==> src/rtl/prog_sequencer_if.sv <==
// ---------------------------------------------------------------------------
// prog_sequencer_if
//   Bundles the program-load port and the processor-facing outputs of
//   prog_sequencer.
//
//   Signals
//     wr_en / wr_addr / wr_data : program memory write port
//     start                     : begin a run from address 0
//     state / load / instr      : processor phase, load strobe, instruction
//     pc                        : address of the instruction being issued
//     busy / done               : run in progress / run finished (sticky)
//     step / paused             : single-step control, present only when
//                                 SEQ_SINGLE_STEP_EN is defined
//
//   Modports
//     master : drives the write port and start, observes the outputs
//     slave  : the sequencer itself
//
//   Build option: SEQ_SINGLE_STEP_EN adds step (to sequencer) and paused
//   (from sequencer).
// ---------------------------------------------------------------------------
interface prog_sequencer_if #(
    parameter int AW = 4
);
    logic          wr_en;
    logic [AW-1:0] wr_addr;
    logic [7:0]    wr_data;
    logic          start;
    logic          state;
    logic          load;
    logic [7:0]    instr;
    logic [AW-1:0] pc;
    logic          busy;
    logic          done;

`ifdef SEQ_SINGLE_STEP_EN
    logic          step;
    logic          paused;

    modport master (
        output wr_en, wr_addr, wr_data, start, step,
        input  state, load, instr, pc, busy, done, paused
    );

    modport slave (
        input  wr_en, wr_addr, wr_data, start, step,
        output state, load, instr, pc, busy, done, paused
    );
`else
    modport master (
        output wr_en, wr_addr, wr_data, start,
        input  state, load, instr, pc, busy, done
    );

    modport slave (
        input  wr_en, wr_addr, wr_data, start,
        output state, load, instr, pc, busy, done
    );
`endif
endinterface

==> src/rtl/prog_sequencer.sv <==
// ---------------------------------------------------------------------------
// prog_sequencer
//   Instruction source for the 4-bit microcode processor. A small program
//   memory is loaded through a write port; on start the sequencer walks the
//   memory from address 0, presenting each instruction with a one-cycle load
//   pulse followed by an EXEC_CYCLES-long execute window (state=1). A word
//   equal to HALT_OP, or running off the last address, ends the run.
//
//   Ports
//     clk  : rising-edge clock
//     rst  : synchronous, active-high reset (memory contents are kept)
//     bus  : prog_sequencer_if.slave
//              in : wr_en, wr_addr, wr_data, start [, step]
//              out: state, load, instr, pc, busy, done [, paused]
//
//   Parameters
//     DEPTH       : program words (DEPTH = 2**AW)
//     AW          : address width
//     EXEC_CYCLES : execute window length, 1..255
//     HALT_OP     : opcode that ends a run; never issued
//
//   Build option
//     SEQ_SINGLE_STEP_EN : after every execute window the sequencer parks in
//     PAUSE (paused=1) until a step pulse lets it advance.
//
//   All outputs come straight from registers.
// ---------------------------------------------------------------------------
module prog_sequencer #(
    parameter int         DEPTH       = 16,
    parameter int         AW          = 4,
    parameter int         EXEC_CYCLES = 4,
    parameter logic [7:0] HALT_OP     = 8'hFF
) (
    input  logic           clk,
    input  logic           rst,
    prog_sequencer_if.slave bus
);

    typedef enum logic [2:0] {
        S_IDLE,
        S_FETCH,
        S_LOAD,
        S_EXEC,
        S_DONE
`ifdef SEQ_SINGLE_STEP_EN
        , S_PAUSE
`endif
    } fsm_t;

    localparam logic [7:0]    EXEC_LAST = 8'(EXEC_CYCLES - 1);
    localparam logic [AW-1:0] PC_LAST   = AW'(DEPTH - 1);

    fsm_t          fsm_reg, fsm_next;
    logic [7:0]    cnt_reg, cnt_next;
    logic [AW-1:0] pc_reg, pc_next;
    logic [7:0]    instr_reg, instr_next;
    logic          state_reg, state_next;
    logic          load_reg, load_next;
    logic          busy_reg, busy_next;
    logic          done_reg, done_next;
`ifdef SEQ_SINGLE_STEP_EN
    logic          paused_reg, paused_next;
`endif

    // Set when the current instruction is finished and the sequencer should
    // either move to the next address or stop at the top of memory.
    logic          advance;

    logic [7:0]    mem [DEPTH];
    logic [7:0]    rd_data_reg;
    logic          wr_accept;

    assign wr_accept = bus.wr_en && !busy_reg;

    // -----------------------------------------------------------------------
    // Program memory: synchronous write, registered read.
    // The read address is the pc the FSM is about to hold, so the word is
    // already in rd_data_reg during the FETCH cycle. A write landing on the
    // same edge (e.g. together with start) is forwarded so FETCH sees it.
    // -----------------------------------------------------------------------
    always_ff @(posedge clk) begin
        if (wr_accept) begin
            mem[bus.wr_addr] <= bus.wr_data;
        end
        if (wr_accept && (bus.wr_addr == pc_next)) begin
            rd_data_reg <= bus.wr_data;
        end else begin
            rd_data_reg <= mem[pc_next];
        end
    end

    // -----------------------------------------------------------------------
    // Next-state and output logic
    // -----------------------------------------------------------------------
    always_comb begin
        fsm_next    = fsm_reg;
        cnt_next    = cnt_reg;
        pc_next     = pc_reg;
        instr_next  = instr_reg;
        state_next  = state_reg;
        load_next   = 1'b0;
        busy_next   = busy_reg;
        done_next   = done_reg;
`ifdef SEQ_SINGLE_STEP_EN
        paused_next = paused_reg;
`endif
        advance     = 1'b0;

        case (fsm_reg)
            S_IDLE, S_DONE: begin
                if (bus.start) begin
                    fsm_next  = S_FETCH;
                    pc_next   = '0;
                    busy_next = 1'b1;
                    done_next = 1'b0;
                end
            end

            S_FETCH: begin
                if (rd_data_reg == HALT_OP) begin
                    // HALT is never issued: instr keeps its previous value.
                    fsm_next  = S_DONE;
                    busy_next = 1'b0;
                    done_next = 1'b1;
                end else begin
                    instr_next = rd_data_reg;
                    load_next  = 1'b1;
                    fsm_next   = S_LOAD;
                end
            end

            S_LOAD: begin
                fsm_next   = S_EXEC;
                state_next = 1'b1;
                cnt_next   = EXEC_LAST;
            end

            S_EXEC: begin
                if (cnt_reg == '0) begin
                    state_next = 1'b0;
`ifdef SEQ_SINGLE_STEP_EN
                    fsm_next    = S_PAUSE;
                    paused_next = 1'b1;
`else
                    advance     = 1'b1;
`endif
                end else begin
                    cnt_next = cnt_reg - 8'd1;
                end
            end

`ifdef SEQ_SINGLE_STEP_EN
            S_PAUSE: begin
                if (bus.step) begin
                    paused_next = 1'b0;
                    advance     = 1'b1;
                end
            end
`endif

            default: begin
                fsm_next = S_IDLE;
            end
        endcase

        // The last address ends the run rather than wrapping to 0.
        if (advance) begin
            if (pc_reg == PC_LAST) begin
                fsm_next  = S_DONE;
                busy_next = 1'b0;
                done_next = 1'b1;
            end else begin
                pc_next  = pc_reg + 1'b1;
                fsm_next = S_FETCH;
            end
        end
    end

    // -----------------------------------------------------------------------
    // State and output registers
    // -----------------------------------------------------------------------
    always_ff @(posedge clk) begin
        if (rst) begin
            fsm_reg    <= S_IDLE;
            cnt_reg    <= '0;
            pc_reg     <= '0;
            instr_reg  <= '0;
            state_reg  <= 1'b0;
            load_reg   <= 1'b0;
            busy_reg   <= 1'b0;
            done_reg   <= 1'b0;
`ifdef SEQ_SINGLE_STEP_EN
            paused_reg <= 1'b0;
`endif
        end else begin
            fsm_reg    <= fsm_next;
            cnt_reg    <= cnt_next;
            pc_reg     <= pc_next;
            instr_reg  <= instr_next;
            state_reg  <= state_next;
            load_reg   <= load_next;
            busy_reg   <= busy_next;
            done_reg   <= done_next;
`ifdef SEQ_SINGLE_STEP_EN
            paused_reg <= paused_next;
`endif
        end
    end

    assign bus.state  = state_reg;
    assign bus.load   = load_reg;
    assign bus.instr  = instr_reg;
    assign bus.pc     = pc_reg;
    assign bus.busy   = busy_reg;
    assign bus.done   = done_reg;
`ifdef SEQ_SINGLE_STEP_EN
    assign bus.paused = paused_reg;
`endif

endmodule

==> src/flat_wrapper.sv <==
// flat-port wrapper written by rule: the top's interface ports become plain ports
module prog_sequencer_flat 
#(
    parameter int         DEPTH       = 16,
    parameter int         AW          = 4,
    parameter int         EXEC_CYCLES = 4,
    parameter logic [7:0] HALT_OP     = 8'hFF
)
  (clk, rst, bus_wr_en, bus_wr_addr, bus_wr_data, bus_start, bus_state, bus_load, bus_instr, bus_pc, bus_busy, bus_done);
  prog_sequencer_if #(.AW(AW)) bus_i ();
  input  logic clk;
  input  logic rst;
  input wire logic [$bits(bus_i.wr_en)-1:0] bus_wr_en;
  input wire logic [$bits(bus_i.wr_addr)-1:0] bus_wr_addr;
  input wire logic [$bits(bus_i.wr_data)-1:0] bus_wr_data;
  input wire logic [$bits(bus_i.start)-1:0] bus_start;
  output wire logic [$bits(bus_i.state)-1:0] bus_state;
  output wire logic [$bits(bus_i.load)-1:0] bus_load;
  output wire logic [$bits(bus_i.instr)-1:0] bus_instr;
  output wire logic [$bits(bus_i.pc)-1:0] bus_pc;
  output wire logic [$bits(bus_i.busy)-1:0] bus_busy;
  output wire logic [$bits(bus_i.done)-1:0] bus_done;
  assign bus_i.wr_en = bus_wr_en;
  assign bus_i.wr_addr = bus_wr_addr;
  assign bus_i.wr_data = bus_wr_data;
  assign bus_i.start = bus_start;
  assign bus_state = bus_i.state;
  assign bus_load = bus_i.load;
  assign bus_instr = bus_i.instr;
  assign bus_pc = bus_i.pc;
  assign bus_busy = bus_i.busy;
  assign bus_done = bus_i.done;
  prog_sequencer #(.DEPTH(DEPTH), .AW(AW), .EXEC_CYCLES(EXEC_CYCLES), .HALT_OP(HALT_OP)) u_core (.clk(clk), .rst(rst), .bus(bus_i));
endmodule
==> config.mk <==
export PLATFORM = sky130hd
export DESIGN_NAME = prog_sequencer_flat
export DESIGN_NICKNAME = d
export VERILOG_FILES = /design/src/rtl/prog_sequencer_if.sv /design/src/rtl/prog_sequencer.sv /design/src/flat_wrapper.sv
export SDC_FILE = /design/constraint.sdc
export NUM_CORES = 1
export LEC_CHECK = 0
export CAP_MARGIN = 20
export CELL_PAD_IN_SITES_DETAIL_PLACEMENT = 0
export CELL_PAD_IN_SITES_GLOBAL_PLACEMENT = 1
export CORE_MARGIN = 2
export CORE_UTILIZATION = 60
export CTS_BUF_LIST = sky130_fd_sc_hd__clkbuf_8
export CTS_CLUSTER_SIZE = 40
export DETAILED_ROUTE_END_ITERATION = 7
export DONT_BUFFER_PORTS = 1
export PLACE_DENSITY = 0.85
export SKIP_CTS_REPAIR_TIMING = 1
export SYNTH_ARGS = -nofsm -noshare
export SYNTH_HDL_FRONTEND = slang
export SYNTH_SLANG_ARGS = --single-unit
==> constraint.sdc <==
create_clock -name clk -period 3.6 [get_ports clk]
set_input_delay 1.08 -clock clk [delete_from_list [all_inputs] [get_ports clk]]
set_output_delay 1.08 -clock clk [all_outputs]
set_load 0.005 [all_outputs]
==> load_flow_metrics.sql <==
INSERT INTO impl_metrics (metric_group, metric, value, unit) VALUES
('synth', 'synth-edff-count', '128', ''),
('critical_path', 'worst-r2r-cell-count', '7', ''),
('min_path', 'timing.hold.worst.class', 'reg2reg', ''),
('finish', 'number_of_flip_flops_in_the_largest_register', '128', ''),
('power', 'power_density', '512', 'mW/mm^2'),
('floorplanning', 'floorplan.initialDensity', '61.1', '%'),
('finish', 'most-common-layout-cells', 'sky130_fd_sc_hd__edfxtp_1 (128), sky130_fd_sc_hd__nor2_1 (41), sky130_fd_sc_hd__dfxtp_1 (30)', ''),
('placed_design', 'placement.io_buffers', '0', ''),
('drt', 'wire_per_inst', '22.7', 'um'),
('placed_design', 'place.gp.congestion', '0.851', ''),
('critical_path', 'crit_path_top_delay_cell', 'sky130_fd_sc_hd__dfxtp_1', ''),
('drt', 'drt_first_pass_iters', '5', ''),
('floorplanning', 'floorplan.die.height', '109', 'um'),
('drt', 'routed_wire_length', '13000', 'um'),
('drt', 'route.vias.total', '3596', ''),
('sta', 'slew_headroom', '29.5', '%'),
('finish', 'most_common_cell_after_layout_fill_and_taps_aside', 'sky130_fd_sc_hd__edfxtp_1', ''),
('cts', 'cts-root-buf', 'sky130_fd_sc_hd__clkbuf_8', ''),
('critical_path', 'cp.buffers_inverters', '1', ''),
('synth', 'average_cell_area_after_synthesis', '16.1', 'um^2'),
('finish', 'fillers', '773', ''),
('sta', 'fmax', '377', 'MHz'),
('synth', 'synthFlopType', 'sky130_fd_sc_hd__edfxtp_1', ''),
('grt', 'grt_first_pass_wirelength', '20000', 'um'),
('finish', 'antenna_cells', '0', ''),
('critical_path', 'rr_endpoint', 'u_core.bus.busy', ''),
('sta', 'final-setup-viol-count', '0', ''),
('power', 'vdd_drop_max', '269', 'uV'),
('power', 'leakage', '2.25', 'nW'),
('sta', 'final.setup_skew', '0.0129', 'ns'),
('sta', 'timing_hold_violations_final', '0', ''),
('grt', 'grt.overflow.total', '0', ''),
('grt', 'grt_start_max_net_pins', '36', ''),
('synth', 'yosysUniqueCellTypes', '61', ''),
('grt', 'grt_util_all_layers', '23.9', '%'),
('critical_path', 'crit_chain', 'buf_4 -> mux4_2 -> a2bb2oi_1 -> o2bb2a_1 -> nor4_4 -> nand4_1 -> and3_1', ''),
('critical_path', 'critPathKind', 'reg2reg', ''),
('synth', 'synthesis.nets', '425', ''),
('flow_run', 'maxCapViolations', '0', ''),
('min_path', 'min_delay_path_depth', '2', ''),
('drt', 'drt_first_iter_violations', '319', ''),
('sta', 'setup_repair_after_global_routing_missed_its_margin', 'no', ''),
('sta', 'setup-tns-final', '0', 'ns'),
('critical_path', 'slowest_delay', '0.86', 'ns'),
('floorplanning', 'floorplan.die_area', '0.0118', 'mm^2'),
('grt', 'grt_pass1_vias', '3671', ''),
('cts', 'cts_tree', 'yes', ''),
('critical_path', 'cp.required', '3.93', 'ns'),
('cts', 'cts_made_buffers', '17', ''),
('critical_path', 'regToRegSetupSlack', '0.95', 'ns'),
('drt', 'drc', '0', ''),
('floorplanning', 'core.rowCount', '38', ''),
('synth', 'ys_warn_count', '0', ''),
('sta', 'worst_hold_slack_after_final_layout', '0.486', 'ns'),
('critical_path', 'crit_path_max_fanout', '16', ''),
('grt', 'number_of_antenna_violations_at_the_first_check_in_global_routing', '0', ''),
('finish', 'layout-area-overhead-vs-synth', '8.16', '%'),
('cts', 'clock_insertion_delay_worst_skew', '0.44', 'ns'),
('min_path', 'hold_path_end', 'u_core.bus.state', ''),
('placed_design', 'detailed_place_hpwl', '8390', 'um'),
('finish', 'finish.net_count', '437', ''),
('drt', 'ant_nets', '0', ''),
('sta', 'period_minus_slack', '2.65', 'ns'),
('synth', 'gate_count_of_the_mapped_netlist', '407', ''),
('cts', 'path_clk_slew', '0.08', 'ns'),
('run_status', 'result_of_the_run', 'completed', ''),
('drt', 'vias_per_cell', '6.30', ''),
('synth', 'post_synth_instance_area', '0.00656', 'mm^2'),
('sta', 'tightest_slew', '1.05', 'ns'),
('sta', 'timing.final.crit_share', '73.7', '%'),
('cts', 'cts-root-to-sink-buffers', '2', '');
## area by class of cell
class / instances / area (um^2) / share of cell area (%)
clock buffer: 17 / 234 / 3.30
clock inverter: 14 / 176 / 2.49
inverter: 5 / 18.8 / 0.265
multi-input combinational: 227 / 1940 / 27.3
sequential: 159 / 4470 / 62.9
tap: 140 / 175 / 2.47
timing repair buffer: 9 / 87.6 / 1.23
## synth_stat cells, drive strengths merged, types with 6 or more instances
master | count | area share (%)
mux2i | 10 | 1.5
clkbuf | 6 | 0.48
a22oi | 6 | 0.90
and3 | 6 | 0.72
nand2b | 6 | 0.57
nor2b | 11 | 1.0
edfxtp | 128 | 59
nor3 | 9 | 0.69
buf | 10 | 1.6
mux4 | 25 | 9.1
nor2 | 42 | 2.4
a211oi | 8 | 0.92
nand2 | 19 | 1.2
o31a | 9 | 1.2
a21oi | 9 | 0.69
nand3 | 10 | 0.76
o21ai | 7 | 0.53
dfxtp | 31 | 9.5
## per-stage QoR
stage	cells	util, %	setup WS (ns)	cell area, um^2	power (W)
final	571	66.0	0.948	7100	0.00363
after global routing	571	66.0	0.750	7100	0.00375
after CTS	570	65.8	0.681	7070	0.00364
after detailed placement	539	62.0	0.780	6660	0.00230
after global placement	539	62.0	0.815	6660	0.00229
after floorplan	407	-	0.985	6560	0.00226
## worst max path at each step
stage	startpoint	end	slack, ns	depth (start not counted)
after floorplan	bus_wr_en	u_core.mem[4][0]	0.99	3
after global placement	register	u_core.bus.busy	0.82	6
after detailed placement	register	u_core.bus.busy	0.78	6
after CTS	register	u_core.bus.busy	0.68	6
after global routing	register	u_core.bus.busy	0.75	7
final	register	u_core.bus.busy	0.95	7
## cells by family (layout without fill, tap and decap cells)
logic type	count (synthesis)	count (layout)	synth area share [%]
AO/OA/AOI/OAI	58	58	7.11
adder cells (fa/ha/maj)	2	2	0.381
buffers and inverters	21	45	2.40
multiplexers	39	39	11.3
XOR/XNOR	6	6	0.801
flip-flops	159	159	68.1
AND/OR/NAND/NOR	122	122	9.94
## routing by layer
metal  routed length [um]  track usage (%)  up-vias
li1                     -                -     1625
met4                  249             8.97        0
met1                 5310             31.7     1818
met5                    0                0        -
met2                 6500             38.2      135
met3                  922             6.51       18
## worst min-delay path, stage by stage, from the launching register on
cell,delay (ns)
sky130_fd_sc_hd__dfxtp_1,0.34
sky130_fd_sc_hd__nand2_1,0.06
sky130_fd_sc_hd__a21oi_1,0.05
## power by group
group          internal, W  switching [W]
logic            0.0000900       0.000112
clock network     0.000741       0.000624
registers          0.00203      0.0000394
Note: power is estimated with default switching activity, not from simulation.
